`src/rtl/cpu_sequencer.sv`:
```
// Instruction fetch/decode sequencer: fetches into IR', registers the ALU opcode,
// sequences FETCH/EXEC1/EXEC2/HALT and owns the program counter.
//
// state   | meaning
// --------+-----------------------------------------------------------
// S_FETCH | request instruction word, latch IR'/opcode on mem_ready
// S_EXEC1 | first execute cycle (always exactly one cycle)
// S_EXEC2 | second execute cycle; memory class waits here for mem_ready
// S_HALT  | stopped after STP, waiting for resume
module cpu_sequencer #(
  parameter logic [15:0] RESET_PC = 16'h0000
) (
  input  logic        clk,
  input  logic        rst_n,
  input  logic [15:0] mem_data,
  input  logic        mem_ready,
  input  logic        pc_load,
  input  logic [15:0] pc_load_value,
  input  logic        resume,
  output logic        mem_req,
  output logic        fetch,
  output logic        exec1,
  output logic        exec2,
  output logic [15:0] instruction,
  output logic [5:0]  encoded_opcode,
  output logic [15:0] pc,
  output logic        halted,
  output logic        illegal_op
);

  typedef enum logic [1:0] {
    S_FETCH = 2'd0,
    S_EXEC1 = 2'd1,
    S_EXEC2 = 2'd2,
    S_HALT  = 2'd3
  } state_t;

  localparam logic [5:0] OP_MAX_LEGAL = 6'b111000;
  localparam logic [5:0] OP_ILLEGAL   = 6'b111111;

  state_t state, state_nxt;
  logic   run;
  logic   illegal_q;
  logic   is_mem, is_mul, is_stp;
  logic   fetch_done;
  logic   exec_exit;

  // run holds fetch/mem_req low while in reset and until the first clock after release
  always_ff @(posedge clk or negedge rst_n) begin
    if (!rst_n) begin
      run   <= 1'b0;
      state <= S_FETCH;
    end else begin
      run   <= 1'b1;
      state <= state_nxt;
    end
  end

  always_comb begin
    is_mem = 1'b0;
    is_mul = 1'b0;
    is_stp = 1'b0;
    case (encoded_opcode)
      6'b011001, 6'b011010, 6'b011011, 6'b011100,
      6'b100100, 6'b100101, 6'b100110: is_mem = 1'b1;
      6'b100001, 6'b100010:            is_mul = 1'b1;
      6'b100111:                       is_stp = 1'b1;
      default: ;
    endcase
  end

  assign fetch      = run && (state == S_FETCH);
  assign exec1      = (state == S_EXEC1);
  assign exec2      = (state == S_EXEC2);
  assign halted     = (state == S_HALT);
  assign mem_req    = fetch || (exec2 && is_mem);
  assign illegal_op = exec1 && illegal_q;
  assign fetch_done = fetch && mem_ready;

  always_comb begin
    state_nxt = state;
    exec_exit = 1'b0;
    case (state)
      S_FETCH: begin
        if (fetch_done) state_nxt = S_EXEC1;
      end
      S_EXEC1: begin
        if (is_mem || is_mul) begin
          state_nxt = S_EXEC2;
        end else if (is_stp) begin
          state_nxt = S_HALT;
          exec_exit = 1'b1;
        end else begin
          state_nxt = S_FETCH;
          exec_exit = 1'b1;
        end
      end
      S_EXEC2: begin
        if (is_mul || mem_ready) begin
          state_nxt = S_FETCH;
          exec_exit = 1'b1;
        end
      end
      S_HALT: begin
        if (resume) state_nxt = S_FETCH;
      end
      default: state_nxt = S_FETCH;
    endcase
  end

  always_ff @(posedge clk or negedge rst_n) begin
    if (!rst_n) begin
      pc             <= RESET_PC;
      instruction    <= 16'h0000;
      encoded_opcode <= OP_ILLEGAL;
      illegal_q      <= 1'b0;
    end else if (fetch_done) begin
      pc          <= pc + 16'd1;
      instruction <= mem_data;
      if (mem_data[15:10] <= OP_MAX_LEGAL) begin
        encoded_opcode <= mem_data[15:10];
        illegal_q      <= 1'b0;
      end else begin
        encoded_opcode <= OP_ILLEGAL;
        illegal_q      <= 1'b1;
      end
    end else if (exec_exit && pc_load) begin
      pc <= pc_load_value;
    end
  end

endmodule

```
`config.mk`:
```
export PLATFORM = sky130hd
export DESIGN_NAME = cpu_sequencer
export DESIGN_NICKNAME = d
export VERILOG_FILES = /design/src/rtl/cpu_sequencer.sv
export SDC_FILE = /design/constraint.sdc
export NUM_CORES = 1
export LEC_CHECK = 0
export CORE_MARGIN = 2
export CORE_UTILIZATION = 35
export CTS_CLUSTER_SIZE = 16
export DETAILED_ROUTE_END_ITERATION = 8
export HOLD_SLACK_MARGIN = 0.03
export PLACE_DENSITY = 0.67
export RECOVER_POWER = 25
export SYNTH_ARGS = -nofsm -noshare
export SYNTH_HDL_FRONTEND = slang
export SYNTH_SLANG_ARGS = --single-unit
```
`constraint.sdc`:
```
create_clock -name clk -period 2.32 [get_ports clk]
set_input_delay 0.348 -clock clk [delete_from_list [all_inputs] [get_ports clk]]
set_output_delay 0.348 -clock clk [all_outputs]
set_load 0.05 [all_outputs]
```
Word level (Yosys, flattened, before mapping) --
Index checks and enable logic that the tools add are counted.
Storage, ports and cells: memories kept 0, logic and storage cells 53, bits of input ports 37, output and inout port bits 44, RAM bits 0, bits in registers 42, bits in latches 0, bits in read-only memories 0
Operators by class: equal/unequal tests 16, bitwise logic cells 0, mux-type cells 16, reductions and logical operators 13, shift operators 0, multiply operators 0, $add $sub $neg 1, $lt $le $gt $ge 1, divide/modulo/power cells 0
Operator list (number):
- $eq 6x6->1 const B | 6
- $mux 16 | 2
- $eq 6x5->1 const B | 4
- $add 16x1->16 const B | 1
- $mux 2 | 5
- $pmux 2 s4 | 1
- $reduce_or 7->1 | 1
- $le 6x6->1 const B | 1
- $mux 1 | 6
- $mux 6 | 1
- $logic_and 1x1->1 | 5
- $eq 2x2->1 const B | 2
- $ne 2x2->1 const B | 2
- $logic_or 1x1->1 | 3
- $reduce_and 3->1 | 1
- $eq 2x1->1 const B | 1
- $logic_not 2->1 | 1
- $ne 2x1->1 const B | 1
- $pmux 1 s2 | 1
- $reduce_bool 2->1 | 1
- $reduce_or 2->1 | 1

Longest topological paths before layout --
Gate-level depths: netlist of run 1.
depth after elaboration 9, depth in mapped cells 8, depth with buffers taken out 8

Least setup slack after synthesis of run 1 --
No wires, ideal clock.
path kind register to register, start point reg encoded_opcode[5], end point reg pc[12], data required time 2.194 ns, buffers on the path 1, arrival time 2.119 ns, period minus slack after synthesis 2.245 ns, stages on the path, launching flop included 7, slack 0.075 ns, setup time 0.126 ns, cells stage by stage dfstp_2 -> or3b_4 -> o32a_2 -> o211ai_4 -> a211oi_2 -> buf_6 -> a221o_1
Between the ends: cells in the longest elaborated chain, start to end 8, elaborated cells between the ends (all ways) 20, classes of those cells eq/ne: 9; mux: 5; reduce/logical: 6
RTL lines:
- start: declaration | RTL line 25 | output logic [5:0] encoded_opcode,
- start signal: assignment | RTL line 121 | encoded_opcode <= mem_data[15:10];
- $eq 6x5->1 / $eq 6x6->1 (equally long branches) | RTL line 63 | case (encoded_opcode)
- $reduce_or 7->1 / $reduce_or 2->1 (equally long branches) | RTL line 63
- $mux 1 | RTL line 63
- $logic_or 1x1->1, on equally long branches | RTL line 88, 99
- $mux 1, on equally long branches | RTL line 88, 99
- $pmux 1 s2 * | RTL line 83 | case (state)
- $logic_and 1x1->1 * | RTL line 127 | end else if (exec_exit && pc_load) begin
- $reduce_bool 2->1 (no source line) *
- end signal: assignment | RTL line 118 | pc <= pc + 16'd1;
- end signal: assignment | RTL line 128 | pc <= pc_load_value;
- end: declaration | RTL line 26 | output logic [15:0] pc,
Every way passes the cells marked *; elsewhere a longest branch is shown, timed or not. A chain may end at the register's enable or synchronous reset.

Worst setup path in the final report of run 1 --
start point reg encoded_opcode[5], end point out mem_req
Between the ends: cells in the longest elaborated chain, start to end 5, elaborated cells between the ends (all ways) 11, classes of those cells eq/ne: 7; mux: 1; reduce/logical: 3
RTL lines:
- $eq 6x5->1 / $eq 6x6->1 (equally long branches) | RTL line 63
- $reduce_or 7->1 * | RTL line 63
- $mux 1 * | RTL line 63
- $logic_and 1x1->1 * | RTL line 76 | assign mem_req = fetch || (exec2 && is_mem);
- $logic_or 1x1->1 * | RTL line 76
- end: declaration | RTL line 20 | output logic mem_req,
Marked as above.

==> results_dict.tcl, run 1 <==
set metrics [dict create \
    antenna_found_initial 0 \
    drt_wl_total_um 5810 \
    core_area_um2 6280 \
    insertion_delay_ns 0.30 \
    syn-cell-area_um2 2240 \
    initial_utilization_pct 35.7 \
    synth-seq-cells 42 \
    die_height_um 84.0 \
    htree_num_levels 2 \
    holdWs_ns 0.358 \
    synth-edff-count 0 \
    grt_max_degree 28 \
    area_delta_synth_final_pct 46.8 \
    holdBufCountCts 0 \
    hold_class "primary input to async pin" \
    status "completed" \
    grt.met3_usage_pct 5.84 \
    use_met2_pct 26.3 \
    grt.met1_usage_pct 22.8 \
    fmax_mhz 448 \
    cts_buffers 5 \
    power_density_nw_per_um2 1620 \
    dp_cells 410 \
    post-route-period-util_pct 96.2 \
    grt_pass1_wl_um 9890 \
    die_area_um2 7060 \
    drv_cap 0 \
    slew_headroom_pct 7.59 \
    syn_nets 297 \
    start_kind "flop" \
    finClkSkew_ns 0.00984 \
    root_buffer "clkbuf_8" \
    drc 0 \
    drtIter0Drc 135 \
    synth-seq-area-share_pct 47.2 \
    leakage_nw 1.44 \
    async_reset_ff_share_pct 100 \
    dp_hpwl_um 4300 \
    hold_violations 0 \
    final_area_um2 3290 \
    end_kind "primary output" \
    gp_congestion 0.793 \
    period_needed_ns 2.23 \
    slew_viol_final 0 \
    num-nets-final 385 \
    pin_count 81 \
    worstPathRequired_ns 1.97 \
    fin_ws_ns 0.0876 \
    drt_first_pass_iters 5 \
    synth.top_cells.by_count "80 x nand2_1, 36 x dfrtp_1, 18 x nor2_1" \
    die_w_um 84.0 \
    grt-ovfl-total 0 \
    cts_tree "built" \
    avgSynthCellArea_um2 8.79 \
    synthDistinctLibCells 57 \
    vias 2130 \
    worstMarginPinSlew_ns 1.39 \
    ant_nets 0 \
    vias_per_cell 5.06 \
    synth_area_leaders "dfrtp_1 40%, nand2_1 13%, dfstp_2 7.0%" \
    setup_viol 0 \
    grt_pass1_vias 2146 \
    clk_path_buf_depth 2 \
    grtUsageTotal_pct 17.0 \
    dp_slack_ns 0.0964 \
    path_clk_slew_ns 0.08 \
    io_buffers 80 \
    n_antenna_cell 0 \
    synthCells 255 \
    rows 29 \
    path_class "flop to primary output" \
    busiest_layer "met2" \
    yosysMostFrequentCell "nand2_1" \
    ys_warn_count 0 \
    synth_top_area_share_pct 40.2 \
    vdd_drop_max_mv 0.962 \
    critPathArrivalTime_ns 1.88 \
    crit_fanout 4 \
    fin_cells 421 \
    yosys.area.top_type "dfrtp_1" \
    cts_sinks 42 \
    wl_per_cell_um 13.8 \
    drive_above_1_share_pct 11.6 \
    dpl_cell_area_um2 3150 \
    synthFlopType "dfrtp_1" \
]
-- report_power, final --
group / total (W) / leakage, nW / switching [W] / internal [W]
Sequential: 0.00147 / 0.498 / 0.000355 / 0.00112
Combinational: 0.00327 / 0.893 / 0.00208 / 0.00119
Clock: 0.000577 / 0.0524 / 0.000254 / 0.000322
Total: 0.00532 / 1.44 / 0.00269 / 0.00263
-- sequential cells by signal, summed over array words and instances (netlist names) --
name / cells
instruction: 16
pc: 16
encoded_opcode: 6
state: 2
illegal_q: 1
run: 1
-- final cells by class --
cell class                      count  area [µm²]
Fill cell                         588        2990
Multi-Input combinational cell    195        1130
Sequential cell                    42        1060
Timing Repair Buffer               91         873
Tap cell                           77        96.3
Clock buffer                        7        76.3
Clock inverter                      1        30.0
Inverter                            8        30.0
-- timing repair --
item,CTS,global route
endpoints found under the setup margin,1,2
pin swaps,1,1
cloned,0,0
buffers inserted,2,1
resized for setup,0,3
-- through the flow --
stage          utilization (%)  TNS (ns)  power (W)
2_1_floorplan                -         0    0.00364
3_3_place_gp              50.1         0    0.00466
3_5_place_dp              50.1         0    0.00469
4_1_cts                   52.1         0    0.00532
5_1_grt                   52.4  -0.00386    0.00567
6_report                  52.4         0    0.00532
-- layer usage --
layer	share of wire, %	up-vias
met5	0	-
met4	1.1	0
met3	7.5	6
met2	45	68
met1	46	992
li1	-	1064
-- logic make-up (layout without fill, tap and decap cells) --
group / after synthesis / count (layout) / share of synthesized area, %
AO/OA/AOI/OAI: 49 / 49 / 17.5
flip-flops: 42 / 42 / 47.2
XOR/XNOR: 3 / 3 / 1.17
buffers and inverters: 18 / 107 / 3.40
multiplexers: 3 / 3 / 1.34
AND/OR/NAND/NOR: 134 / 134 / 26.5
adder cells (fa/ha/maj): 5 / 5 / 2.79
other: 1 / 1 / 0.167
-- path summary, 6_finish.rpt --
check / from / end / slack [ns] / depth (start not counted)
setup / recovery: encoded_opcode[5] / mem_req / 0.09 / 6
hold / removal: rst_n / instruction[14] / 0.36 / 1
setup reg to reg: encoded_opcode[1] / pc[3] / 0.13 / 6
hold reg to reg: instruction[3] / instruction[3] / 0.48 / 2
max in group asynchronous: rst_n / pc[5] / 0.90 / 2
min in group clk: instruction[3] / instruction[3] / 0.48 / 2
-- cells in the final DEF (no fill, tap or decap), types with 2 or more instances in the layout --
cell type and count:
ha_1 5, nor2b_1 3, nand3_1 11, clkbuf_1 4, a21boi_1 2, xnor2_1 2
o21ai_0 7, and3_1 4, buf_4 14, nand2_1 80, o221a_1 3, clkdlybuf4s50_1 74
a211oi_1 2, a21oi_1 6, clkbuf_8 5, nand4_1 2, a221o_1 2, nor2_1 18
dfstp_2 6, o211ai_1 2, and2_1 3, o21ai_1 2, inv_1 8, nor3_1 5
dfrtp_1 36, mux2i_1 3, a211o_1 2
-- critical path, stage by stage, from the launching register on --
cell and delay [ns]:
dfstp_2 0.55, or3b_4 0.40, o22ai_2 0.14, nand2_1 0.08, o41ai_2 0.06, a21o_1 0.21, buf_12 0.14
No activity file was read; power rests on OpenSTA's default activity.
==> inputs of run 2 (changes only) <==
--- a/config.mk
+++ b/config.mk
@@ -5,6 +5,7 @@
 export SDC_FILE = /design/constraint.sdc
 export NUM_CORES = 1
 export LEC_CHECK = 0
+export CAP_MARGIN = 20
 export CORE_MARGIN = 2
 export CORE_UTILIZATION = 35
 export CTS_CLUSTER_SIZE = 16
==> results of run 2 <==
No change in the layout: final DEF, timing and power equal those of run 1.
==> inputs of run 3 (changes only) <==
--- a/config.mk
+++ b/config.mk
@@ -6,13 +6,14 @@
 export NUM_CORES = 1
 export LEC_CHECK = 0
 export CAP_MARGIN = 20
+export CELL_PAD_IN_SITES_DETAIL_PLACEMENT = 0
+export CELL_PAD_IN_SITES_GLOBAL_PLACEMENT = 1
 export CORE_MARGIN = 2
-export CORE_UTILIZATION = 35
+export CORE_UTILIZATION = 32
 export CTS_CLUSTER_SIZE = 16
 export DETAILED_ROUTE_END_ITERATION = 8
 export HOLD_SLACK_MARGIN = 0.03
-export PLACE_DENSITY = 0.67
-export RECOVER_POWER = 25
+export PLACE_DENSITY = 0.81
 export SYNTH_ARGS = -nofsm -noshare
 export SYNTH_HDL_FRONTEND = slang
 export SYNTH_SLANG_ARGS = --single-unit
==> run 3 against run 2 <==
Worst setup slack lost 0.053 ns. Design area grew 1.6%. Flip-flop and latch count is the same. Worst hold slack gained 0.012 ns. Clock skew shrank 0.00082 ns. Routed wire length grew 9.3%.
==> results_dict.tcl, run 3 (synthesis results as in run 1) <==
set metrics [dict create \
    status "completed" \
    rsz0062_at_grt "true" \
    crit_chain "nor3b_1 > nor2_1 > o22ai_2 > nand2_1 > o41ai_2 > a21o_1 > buf_12" \
    gp_congestion 0.795 \
    leakage_nw 1.46 \
    wl_per_cell_um 14.4 \
    vias_per_cell 4.92 \
    rows 30 \
    period_needed_ns 2.29 \
    final_area_um2 3340 \
    initial_utilization_pct 33.0 \
    grt_max_degree 32 \
    drtIter0Drc 105 \
    crit_fanout 5 \
    core_area_um2 6790 \
    end_kind "primary output" \
    multi_input_area_um2 1130 \
    worstPathRequired_ns 1.97 \
    htree_num_levels 2 \
    vias 2173 \
    pin_count 81 \
    antenna_found_initial 0 \
    power_w 0.00539 \
    num-nets-final 387 \
    critPathMaxStageDelay_ns 0.57 \
    power_density_nw_per_um2 1610 \
    drt_wl_total_um 6350 \
    slew_viol_final 0 \
    cp_num_cells 7 \
    dp_hpwl_um 4600 \
    slowest_stage "dfstp_2" \
    finalSetupTns_ns 0 \
    area_delta_synth_final_pct 49.1 \
    final_common_cell "nand2_1" \
    die_w_um 87.7 \
    critPathBufInv 1 \
    fill_cells 663 \
    reg.largest.list "instruction: 16 flops, pc: 16 flops, encoded_opcode: 6 flops" \
    path_clk_slew_ns 0.09 \
    die_area_um2 7690 \
    ff_latch_area_um2 1060 \
    cts_sinks 42 \
    dpl_cell_area_um2 3160 \
    cts_buffers 5 \
    final_cell_mix "80 x nand2_1, 74 x clkdlybuf4s50_1, 36 x dfrtp_1, 18 x nor2_1, 16 x buf_4" \
    grt-ovfl-total 0 \
    insertion_delay_ns 0.30 \
    grtUsageTotal_pct 17.3 \
    root_buffer "clkbuf_8" \
    vdd_drop_max_mv 0.650 \
    drt_first_pass_iters 4 \
    critPathArrivalTime_ns 1.94 \
    cpLargestDelayFamily "flip-flops" \
    clk_path_buf_depth 2 \
    reg2reg_slack_ns 0.10 \
    die_height_um 87.7 \
    grt_pass1_wl_um 10400 \
    drv_cap 0 \
    drive_above_1_share_pct 12.7 \
    post-route-period-util_pct 98.5 \
    grt_pass1_vias 2162 \
    reg2reg_depth 6 \
    drc 0 \
    setup_viol 0 \
    io_buffers 80 \
    finClkSkew_ns 0.00902 \
    cts_tree "built" \
    ant_nets 0 \
    slew_headroom_pct 64.3 \
    path_class "flop to primary output" \
    hold_violations 0 \
    fmax_mhz 438 \
    hold_class "primary input to async pin" \
    start_kind "flop" \
    worstMarginPinSlew_ns 0.534 \
    n_antenna_cell 0 \
]
run 3: changes by cell type in the layout (fill, tap and decap cells not counted):
cell,previous run,this run
clkbuf_1,4,0
buf_4,14,16
clkinv_2,0,2
a21oi_2,1,0
a21oi_4,0,1
buf_2,0,1
dlygate4sd3_1,0,1
nor3b_1,0,1
nor3b_2,1,0
run 3: final timing paths:
kind / startpoint / endpoint
max in group asynchronous: rst_n / encoded_opcode[3]
hold / removal: rst_n / instruction[0]
hold reg to reg: instruction[8] / instruction[8]
setup / recovery: encoded_opcode[5] / mem_req
setup reg to reg: encoded_opcode[5] / pc[12]
min in group clk: instruction[8] / instruction[8]
run 3: layout make-up:
| cell class | count | share of cell area (%) |
|---|---|---|
| inverter | 8 | 0.899 |
| clock buffer | 5 | 2.06 |
| clock inverter | 3 | 1.20 |
| sequential | 42 | 31.7 |
| timing repair buffer | 93 | 26.8 |
| tap | 96 | 3.59 |
| multi-input combinational | 195 | 33.8 |
run 3: layer usage:
metal  vias to the layer above  global-route usage [%]  part of all wire, %
met5                         -                       0                    0
li1                       1064                       -                    -
met4                         0                    4.20                 0.99
met2                        66                    26.2                   46
met1                      1036                    23.1                   45
met3                         7                    7.26                  8.2
run 3: report_power, final:
part           switching, W  total [W]  leakage (nW)  internal, W
sequential         0.000355    0.00147         0.498      0.00111
combinational       0.00213    0.00333         0.908      0.00120
clock              0.000271   0.000588        0.0579     0.000317
run 3: metrics by stage:
stage	utilization (%)	hold WS [ns]	setup slack, ns	cells
floorplan	-	0.0524	0.0746	255
global placement	46.6	0.154	0.139	428
detailed placement	46.6	0.153	0.0411	428
CTS	48.5	0.365	0.0328	439
global route	49.2	0.391	-0.0253	442
finish	49.2	0.371	0.0349	442
run 3: repair_timing:
item,in CTS,in global routing
endpoints found under the setup margin,1,5
pin swaps,1,1
hold buffers,1,0
setup buffers,2,3
gates resized for setup,0,3
endpoints found under the hold margin,2,0
